==> config.mk <==
export PLATFORM = sky130hd
export DESIGN_NAME = mem_port_arbiter
export DESIGN_NICKNAME = d
export VERILOG_FILES = /design/src/rtl/mem_port_arbiter.sv
export SDC_FILE = /design/constraint.sdc
export NUM_CORES = 1
export LEC_CHECK = 0
export BUFFER_PORTS_ARGS = -buffer_cell sky130_fd_sc_hd__buf_2
export CAP_MARGIN = 15
export CORE_AREA = 2 2 142 144
export DETAILED_ROUTE_END_ITERATION = 8
export DIE_AREA = 0 0 144 146
export HOLD_SLACK_MARGIN = 0.1
export PLACE_DENSITY = 0.45
export REMOVE_ABC_BUFFERS = 1
export SLEW_MARGIN = 20
export SYNTH_ARGS = -nofsm -noshare
export SYNTH_HDL_FRONTEND = slang
export SYNTH_SLANG_ARGS = --single-unit
==> constraint.sdc <==
create_clock -name clk -period 3.15 [get_ports clk]
set_input_delay 0.315 -clock clk [delete_from_list [all_inputs] [get_ports clk]]
set_output_delay 0.315 -clock clk [all_outputs]
set_load 0.01 [all_outputs]
==> src/rtl/mem_port_arbiter.sv <==
// -----------------------------------------------------------------------------
// mem_port_arbiter
//
// Purpose:
//   Shares the single EX-stage data-memory port (RIB master side) between the
//   core EX stage, the send unit (read-only) and the fire unit (read/write).
//   When the port is idle the core passes straight through with no added
//   latency. The two coprocessors win the port through a registered grant,
//   alternating round-robin between themselves. A coprocessor that has waited
//   long enough pre-empts a requesting core. While the core is locked out,
//   core_hold_o asks ctrl to stall it.
//
// Ports:
//   clk, rst                  clock, asynchronous active-low reset
//   core_req_i/we/addr/wdata  EX stage request; core_rdata_o returns read data
//   core_hold_o               stall request to ctrl while the core is locked out
//   snd_req_i/addr            send unit read request; snd_gnt_o/snd_rdata_o
//   fire_req_i/we/addr/wdata  fire unit request; fire_gnt_o/fire_rdata_o
//   bus_req_o/we/addr/wdata   shared memory port request side
//   bus_rdata_i, bus_hold_i   shared memory port read data and stall
//   owner_o                   0 idle/core, 1 send, 2 fire
// -----------------------------------------------------------------------------
module mem_port_arbiter #(
  parameter int ADDR_W       = 32,
  parameter int DATA_W       = 32,
  parameter int STARVE_LIMIT = 8,
  parameter int MAX_HOLD     = 16
) (
  input  logic              clk,
  input  logic              rst,
  input  logic              core_req_i,
  input  logic              core_we_i,
  input  logic [ADDR_W-1:0] core_addr_i,
  input  logic [DATA_W-1:0] core_wdata_i,
  output logic [DATA_W-1:0] core_rdata_o,
  output logic              core_hold_o,
  input  logic              snd_req_i,
  input  logic [ADDR_W-1:0] snd_addr_i,
  output logic              snd_gnt_o,
  output logic [DATA_W-1:0] snd_rdata_o,
  input  logic              fire_req_i,
  input  logic              fire_we_i,
  input  logic [ADDR_W-1:0] fire_addr_i,
  input  logic [DATA_W-1:0] fire_wdata_i,
  output logic              fire_gnt_o,
  output logic [DATA_W-1:0] fire_rdata_o,
  output logic              bus_req_o,
  output logic              bus_we_o,
  output logic [ADDR_W-1:0] bus_addr_o,
  output logic [DATA_W-1:0] bus_wdata_o,
  input  logic [DATA_W-1:0] bus_rdata_i,
  input  logic              bus_hold_i,
  output logic [1:0]        owner_o
);

  typedef enum logic [1:0] {
    IDLE = 2'd0,
    SEND = 2'd1,
    FIRE = 2'd2
  } state_t;

  localparam int WAIT_W = $clog2(STARVE_LIMIT + 1);
  localparam int HOLD_W = (MAX_HOLD > 1) ? $clog2(MAX_HOLD) : 1;
  localparam logic [WAIT_W-1:0] WAIT_MAX  = WAIT_W'(STARVE_LIMIT);
  localparam logic [HOLD_W-1:0] HOLD_LAST = HOLD_W'(MAX_HOLD - 1);

  state_t            state_q;
  state_t            state_d;
  logic              rr_fire_q;
  logic [WAIT_W-1:0] snd_wait_q;
  logic [WAIT_W-1:0] fire_wait_q;
  logic [HOLD_W-1:0] hold_cnt_q;

  logic snd_elig;
  logic fire_elig;
  logic pick_snd;
  logic pick_fire;
  logic owner_req;
  logic release_owner;

  // Arbitration terms. A coprocessor may only take the port from a quiet
  // core, unless it has starved long enough to pre-empt. Picks are blocked
  // while the bus is stalled so the core's in-flight request stays on the bus.
  always_comb begin
    snd_elig      = snd_req_i  && (!core_req_i || (snd_wait_q  == WAIT_MAX));
    fire_elig     = fire_req_i && (!core_req_i || (fire_wait_q == WAIT_MAX));
    pick_snd      = (state_q == IDLE) && !bus_hold_i && snd_elig &&
                    (!fire_elig || !rr_fire_q);
    pick_fire     = (state_q == IDLE) && !bus_hold_i && fire_elig &&
                    (!snd_elig || rr_fire_q);
    owner_req     = (state_q == SEND) ? snd_req_i :
                    (state_q == FIRE) ? fire_req_i : 1'b0;
    release_owner = !bus_hold_i && (!owner_req || (hold_cnt_q == HOLD_LAST));
  end

  // State register.
  always_ff @(posedge clk or negedge rst) begin
    if (!rst) begin
      state_q <= IDLE;
    end else begin
      state_q <= state_d;
    end
  end

  // Next-state logic. A tenure ends when the owner lets go or its hold
  // budget runs out; the port then returns to IDLE for at least one cycle.
  always_comb begin
    state_d = state_q;
    case (state_q)
      IDLE: begin
        if (pick_snd) begin
          state_d = SEND;
        end else if (pick_fire) begin
          state_d = FIRE;
        end
      end
      SEND, FIRE: begin
        if (release_owner) begin
          state_d = IDLE;
        end
      end
      default: state_d = IDLE;
    endcase
  end

  // Round-robin pointer, tenure length counter and per-coprocessor wait
  // counters. Every grant points the round-robin at the other coprocessor,
  // so a released owner never gets first claim on the next grant.
  always_ff @(posedge clk or negedge rst) begin
    if (!rst) begin
      rr_fire_q   <= 1'b0;
      hold_cnt_q  <= '0;
      snd_wait_q  <= '0;
      fire_wait_q <= '0;
    end else begin
      if (pick_snd) begin
        rr_fire_q <= 1'b1;
      end else if (pick_fire) begin
        rr_fire_q <= 1'b0;
      end

      if ((state_q == IDLE) || (state_d != state_q)) begin
        hold_cnt_q <= '0;
      end else if (!bus_hold_i) begin
        hold_cnt_q <= hold_cnt_q + 1'b1;
      end

      if (!snd_req_i || (state_q == SEND) || pick_snd) begin
        snd_wait_q <= '0;
      end else if (snd_wait_q != WAIT_MAX) begin
        snd_wait_q <= snd_wait_q + 1'b1;
      end

      if (!fire_req_i || (state_q == FIRE) || pick_fire) begin
        fire_wait_q <= '0;
      end else if (fire_wait_q != WAIT_MAX) begin
        fire_wait_q <= fire_wait_q + 1'b1;
      end
    end
  end

  // Output logic: the bus mux follows the current owner. In IDLE a pre-empting
  // pick withdraws the core's request and stalls it for that cycle. Request
  // and stall are forced low while reset is asserted.
  always_comb begin
    bus_req_o    = 1'b0;
    bus_we_o     = 1'b0;
    bus_addr_o   = '0;
    bus_wdata_o  = '0;
    core_hold_o  = 1'b0;
    core_rdata_o = '0;
    snd_gnt_o    = 1'b0;
    snd_rdata_o  = '0;
    fire_gnt_o   = 1'b0;
    fire_rdata_o = '0;
    owner_o      = state_q;
    case (state_q)
      IDLE: begin
        bus_req_o    = core_req_i && !(pick_snd || pick_fire);
        bus_we_o     = core_we_i;
        bus_addr_o   = core_addr_i;
        bus_wdata_o  = core_wdata_i;
        core_hold_o  = core_req_i && (bus_hold_i || pick_snd || pick_fire);
        core_rdata_o = bus_rdata_i;
      end
      SEND: begin
        bus_req_o    = snd_req_i;
        bus_addr_o   = snd_addr_i;
        core_hold_o  = core_req_i;
        snd_gnt_o    = 1'b1;
        snd_rdata_o  = bus_rdata_i;
      end
      FIRE: begin
        bus_req_o    = fire_req_i;
        bus_we_o     = fire_we_i;
        bus_addr_o   = fire_addr_i;
        bus_wdata_o  = fire_wdata_i;
        core_hold_o  = core_req_i;
        fire_gnt_o   = 1'b1;
        fire_rdata_o = bus_rdata_i;
      end
      default: begin
        owner_o = 2'd0;
      end
    endcase
    if (!rst) begin
      bus_req_o   = 1'b0;
      core_hold_o = 1'b0;
    end
  end

endmodule

==> flow_summary.ini, run 1 <==
[floorplanning]
initial_core_util_pct = 12.6
core_area_mm2 = 0.0193
die_x_um = 144
rows = 51
fp.dieH_um = 146
ios = 367
die-area_mm2 = 0.0210

[power_and_ir_drop]
pwr-share-clk_pct = 8.6
seqPwrFrac_pct = 9.7
power_w = 0.00296
cellInternalPower_w = 0.00145
peakVddDrop_mv = 0.332
netSwitchingFraction_pct = 51.0
power.density_mw_per_mm2 = 636
leakage_nw = 2.66
power.switching_w = 0.00151
pwr-share-comb_pct = 81.7

[synthesis]
synth_seq_cells = 15
postSynthAreaPerCell_um2 = 7.40
mappedNetlistArea_mm2 = 0.00244
synth_ff_type = dfrtp_1
ys_warn_count = 0
async_flop_share_pct = 100
yosysSeqAreaShare_pct = 15.4
synth-edff-count = 0
ys_types = 38
synthCells = 330

[worst_setup_path]
crit_start = state_q[0]
crit_fanout = 66
startpoint_type = flop
crit_arrival_ns = 2.20
path_cells = inv_1, ha_4, buf_12, a222oi_1, nor2_1, buf_2
cp-end-kind = output pin
cp.required_ns = 2.83
timing.rr.start = state_q[1]
cp_slowest_stage_delay_ns = 0.45
critPathTopFamily = buffers and inverters
critPathKind = reg2out
critPathBufInv = 3
crit_slowest_cell = dfrtp_1

[routing]
vias_per_cell = 4.18
ant_nets = 0
routedWlPerCell_um = 18.6
drc = 0
drtIter0Drc = 277
routed_wl_um = 17500
vias = 3922
first_pass_iters = 6

[place]
place.gp.congestion = 0.826
post_dp_cell_area_mm2 = 0.00456
portBuffers = 366
dp_hpwl_um = 14600

[global_routing]
grt_pass1_vias = 3721
grt_max_degree = 79
antenna_found_initial = 3
grtUsageTotal_pct = 15.2
overflow = 0
grt_pass1_wl_um = 24100

[clocking]
path_clk_slew_ns = 0.05
cts-root-buf = clkbuf_16
numCtsBuffers = 3
clock-sinks = 15
postCtsSetupBuffers = 0
htreeDepth = 1
ctsResizeCount = 0
cts_tree = done
clk_latency_ns = 0.25
clockBufferDepth = 2

[sta]
slew_headroom_pct = 49.8
fmax_mhz = 398
slew_viol_final = 0
setup_viol = 0
rsz0062_at_grt = no
period_share_pct = 79.8
worst_slew_pin_slew_ns = 0.753
hold_viol_final = 0
finClkSkew_ns = 0.00419
layout_min_cycle_time_ns = 2.51

[min_path]
min_path_type = in2reg
min-delay-start = snd_req_i

[outcome]
status = completed

[cells_and_area]
fin_area_mm2 = 0.00466
final_layout_size_suffix_gt1_share_pct = 57.3
layout.nets = 881
syn_to_final_growth_pct = 90.7

[run]
max_cap_viol_count = 0
-- placed cells by master (no fill, tap or decap), drive strengths merged, types with 2 or more instances in the layout --
cell,netlist,routed
a222oi,32,32
dfrtp,15,15
nand2,8,8
mux2,2,2
clkbuf,30,3
xor2,4,4
nor2b,2,2
o211ai,2,2
nand3b,4,4
ha,10,10
nor2,45,45
a21oi,6,6
diode,0,4
nand2b,3,3
xnor2,3,3
a22o,33,33
nand3,2,2
buf,5,370
o21ai,3,3
and2,97,97
inv,9,9
-- worst min-delay path: stages --
cell and delay, ns:
buf_2 0.14, o21ai_2 0.09, o31ai_1 0.07
-- cells by family (layout without fill, tap and decap cells) --
family                   after synthesis  count (layout)  synth area share (%)
multiplexers                           3               3                  1.33
adder cells (fa/ha/maj)               10              10                  5.13
buffers and inverters                 44             384                  7.38
flip-flops                            15              15                  15.4
AND/OR/NAND/NOR                      165             165                  37.4
AO/OA/AOI/OAI                         86              86                  30.9
other                                  0               4                     0
XOR/XNOR                               7               7                  2.51
-- path summary, 6_finish.rpt --
path                                        to  slack, ns  cells after the start
worst min register to register       rr_fire_q       0.52                      1
min in group asynchronous        snd_wait_q[0]       0.52                      2
worst min-delay path                 rr_fire_q       0.41                      3
worst max-delay path             bus_addr_o[8]       0.64                      6
max in group asynchronous       fire_wait_q[3]       2.35                      2
worst max register to register   hold_cnt_q[0]       0.96                      7
-- registers in the layout, summed over array words and instances, names as in the netlist --
register     flops
rr_fire_q        1
state_q          2
fire_wait_q      4
hold_cnt_q       4
snd_wait_q       4
-- area by class of cell --
class / instances / area [µm²]
Antenna cell: 4 / 10.0
Clock buffer: 3 / 75.1
Clock inverter: 1 / 5.00
Fill cell: 2254 / 14700
Inverter: 9 / 33.8
Multi-Input combinational cell: 271 / 1920
Sequential cell: 15 / 375
Tap cell: 265 / 332
Timing Repair Buffer: 371 / 1910
-- timing repair --
item	4_1_cts	5_1_grt
hold endpoints to repair	15	0
endpoints found under the setup margin	0	0
hold buffers	1	0
-- power groups by stage --
stage	registers, W	logic [W]	clock network (W)
3_3_place_gp	0.000288	0.00245	0
2_1_floorplan	0.000275	0.00131	0
5_1_grt	0.000295	0.00266	0.000265
3_5_place_dp	0.000289	0.00244	0
4_1_cts	0.000286	0.00245	0.000257
6_report	0.000287	0.00242	0.000255
-- Yosys cell counts (all sizes together) (2+ instances only) --
cell type | count | area share [%]
dfrtp | 15 | 15
nor2 | 45 | 6.9
o211ai | 2 | 0.61
nor2b | 2 | 0.51
xnor2 | 3 | 1.1
nand3b | 4 | 1.2
buf | 5 | 1.4
a222oi | 32 | 13
a21oi | 6 | 1.2
mux2 | 2 | 0.92
ha | 10 | 5.1
a22o | 33 | 12
xor2 | 4 | 1.4
nand3 | 2 | 0.41
inv | 9 | 1.4
and2 | 97 | 25
nand2 | 8 | 1.2
nand2b | 3 | 0.77
o21ai | 3 | 0.77
clkbuf | 30 | 4.6
-- per-layer routing --
layer / routed length (µm) / part of all wire [%] / global-route usage [%] / vias up
met2: 8110 / 46 / 24.8 / 202
li1: - / - / - / 1881
met5: 0 / 0 / 0 / -
met1: 7360 / 42 / 20.5 / 1829
met4: 161 / 0.92 / 1.81 / 0
met3: 1840 / 11 / 4.31 / 10
-- metrics by stage --
step                setup slack [ns]  utilization [%]  setup TNS [ns]  instances  hold WS [ns]
global route                   0.537             24.0               0        935         0.449
finish                         0.637             24.1               0        939         0.410
CTS                            0.656             24.0               0        935         0.408
floorplan                    -0.0382                -         -0.0727        295        0.0194
detailed placement             0.927             23.6               0        930         0.266
global placement               0.969             23.6               0        930         0.265
No activity file was read; power rests on OpenSTA's default activity.
==> inputs of run 2 (changes only) <==
--- a/config.mk
+++ b/config.mk
@@ -7,11 +7,11 @@
 export LEC_CHECK = 0
 export BUFFER_PORTS_ARGS = -buffer_cell sky130_fd_sc_hd__buf_2
 export CAP_MARGIN = 15
-export CORE_AREA = 2 2 142 144
+export CORE_AREA = 2 2 144 146
 export DETAILED_ROUTE_END_ITERATION = 8
-export DIE_AREA = 0 0 144 146
+export DIE_AREA = 0 0 146 148
 export HOLD_SLACK_MARGIN = 0.1
-export PLACE_DENSITY = 0.45
+export PLACE_DENSITY = 0.44
 export REMOVE_ABC_BUFFERS = 1
 export SLEW_MARGIN = 20
 export SYNTH_ARGS = -nofsm -noshare
==> constraint.sdc (replaced) <==
create_clock -name clk -period 2.6 [get_ports clk]
set_input_delay 0.26 -clock clk [delete_from_list [all_inputs] [get_ports clk]]
set_output_delay 0.26 -clock clk [all_outputs]
set_load 0.01 [all_outputs]
==> flow_summary.ini, run 2 (synthesis gave the netlist of run 1 again) <==
[place]
portBuffers = 366
place.gp.congestion = 0.742
dp_hpwl_um = 15200
post_dp_cell_area_mm2 = 0.00460
pre_cts_slack_ns = 0.593

[clocking]
cts_tree = done
clockBufferDepth = 2
postCtsSetupBuffers = 0
numCtsBuffers = 3
hold_buffers = 1
cts-root-buf = clkbuf_16
clk_latency_ns = 0.25
clock-sinks = 15
htreeDepth = 1
ctsResizeCount = 0
path_clk_slew_ns = 0.05

[routing]
wl_met1_um = 7950
vias = 4025
ant_nets = 0
routedWlPerCell_um = 18.9
drc = 0
vias_per_cell = 4.23
top_layer = met5
routed_wl_um = 17900
routed-wl-met2_um = 7580
first_pass_iters = 6
wl_met3_um = 2250
drtIter0Drc = 248

[power_and_ir_drop]
pwr-share-clk_pct = 8.4
netSwitchingFraction_pct = 50.6
peakVddDrop_mv = 0.246
seqPwrFrac_pct = 9.5
leakage_nw = 2.68
cellInternalPower_w = 0.00180
pwr-share-comb_pct = 82.1
power.switching_w = 0.00184
power.density_mw_per_mm2 = 772

[sta]
period_share_pct = 87.2
hold_viol_final = 0
finalWorstSetupSlack_ns = 0.334
setup_viol = 0
slew_headroom_pct = 72.1
finClkSkew_ns = 0.00570
layout_min_cycle_time_ns = 2.27
fmax_mhz = 441
worst_slew_pin_slew_ns = 0.418
rsz0062_at_grt = no
slew_viol_final = 0

[worst_setup_path]
startpoint_type = flop
cp.required_ns = 2.34
critPathKind = reg2out
crit_fanout = 14
cp-end-kind = output pin
crit_arrival_ns = 2.01

[floorplanning]
core_area_mm2 = 0.0200
die_x_um = 146
ios = 367
rows = 52
die-area_mm2 = 0.0216
initial_core_util_pct = 12.2
fp.dieH_um = 148

[cells_and_area]
top_regs = fire_wait_q x4, hold_cnt_q x4, snd_wait_q x4
post-route-util_pct = 23.5
syn_to_final_growth_pct = 92.8
final_cell_mix = 366 x buf_2, 97 x and2_1, 45 x nor2_1, 33 x a22o_1, 32 x a222oi_1
layout.nets = 886
fin_area_mm2 = 0.00471
regArea_um2 = 375
fillers = 2311
mostFrequentLayoutCell = buf_2
multi_input_area_mm2 = 0.00192
final_layout_size_suffix_gt1_share_pct = 57.6

[global_routing]
grtUsageTotal_pct = 15.1
grt_pass1_wl_um = 24600
grt_max_degree = 67
overflow = 0
antenna_found_initial = 14
grt_pass1_vias = 3693

[run]
max_cap_viol_count = 0

[min_path]
min_path_type = in2reg

[outcome]
status = completed
-- run 2: final timing paths --
path	startpoint	endpoint	slack [ns]	depth (start not counted)
worst max-delay path	state_q[0]	bus_addr_o[9]	0.33	7
worst min-delay path	snd_req_i	rr_fire_q	0.37	3
worst max register to register	state_q[1]	hold_cnt_q[1]	0.66	7
worst min register to register	rr_fire_q	rr_fire_q	0.53	1
max in group asynchronous	rst	fire_wait_q[1]	1.86	2
min in group asynchronous	rst	snd_wait_q[0]	0.46	2
-- run 2: stage by stage --
step	setup TNS [ns]	hold slack (ns)	std cells	power, W
finish	0	0.373	951	0.00364
global route	0	0.382	945	0.00395
detailed placement	0	0.203	940	0.00336
global placement	0	0.205	940	0.00336
CTS	0	0.368	945	0.00368
floorplan	-31.63	-0.0356	295	0.00192
-- run 2: worst max-delay path: stages, from the launching register on --
cell	delay [ns]
dfrtp_1	0.43
inv_1	0.21
ha_4	0.30
buf_4	0.25
buf_4	0.22
a222oi_1	0.08
nor2_1	0.11
buf_2	0.14
-- run 2: cell type report --
| type | instances | area share, % |
|---|---|---|
| Tap cell | 270 | 7.18 |
| Sequential cell | 15 | 7.97 |
| Clock inverter | 1 | 0.159 |
| Inverter | 9 | 0.718 |
| Antenna cell | 6 | 0.319 |
| Multi-Input combinational cell | 271 | 40.7 |
| Clock buffer | 3 | 1.59 |
| Timing Repair Buffer | 376 | 41.4 |
-- run 2: power groups by stage --
stage	clock network (W)	registers (W)	logic, W
global placement	0	0.000345	0.00302
finish	0.000307	0.000344	0.00299
CTS	0.000315	0.000343	0.00302
detailed placement	0	0.000347	0.00301
global route	0.000327	0.000351	0.00327
floorplan	0	0.000333	0.00159
-- run 2: routing by layer --
metal	vias to the layer above	GRT usage, %
li1	1896	-
met5	-	0
met4	14	0.777
met2	245	22.3
met1	1852	21.2
met3	18	6.76
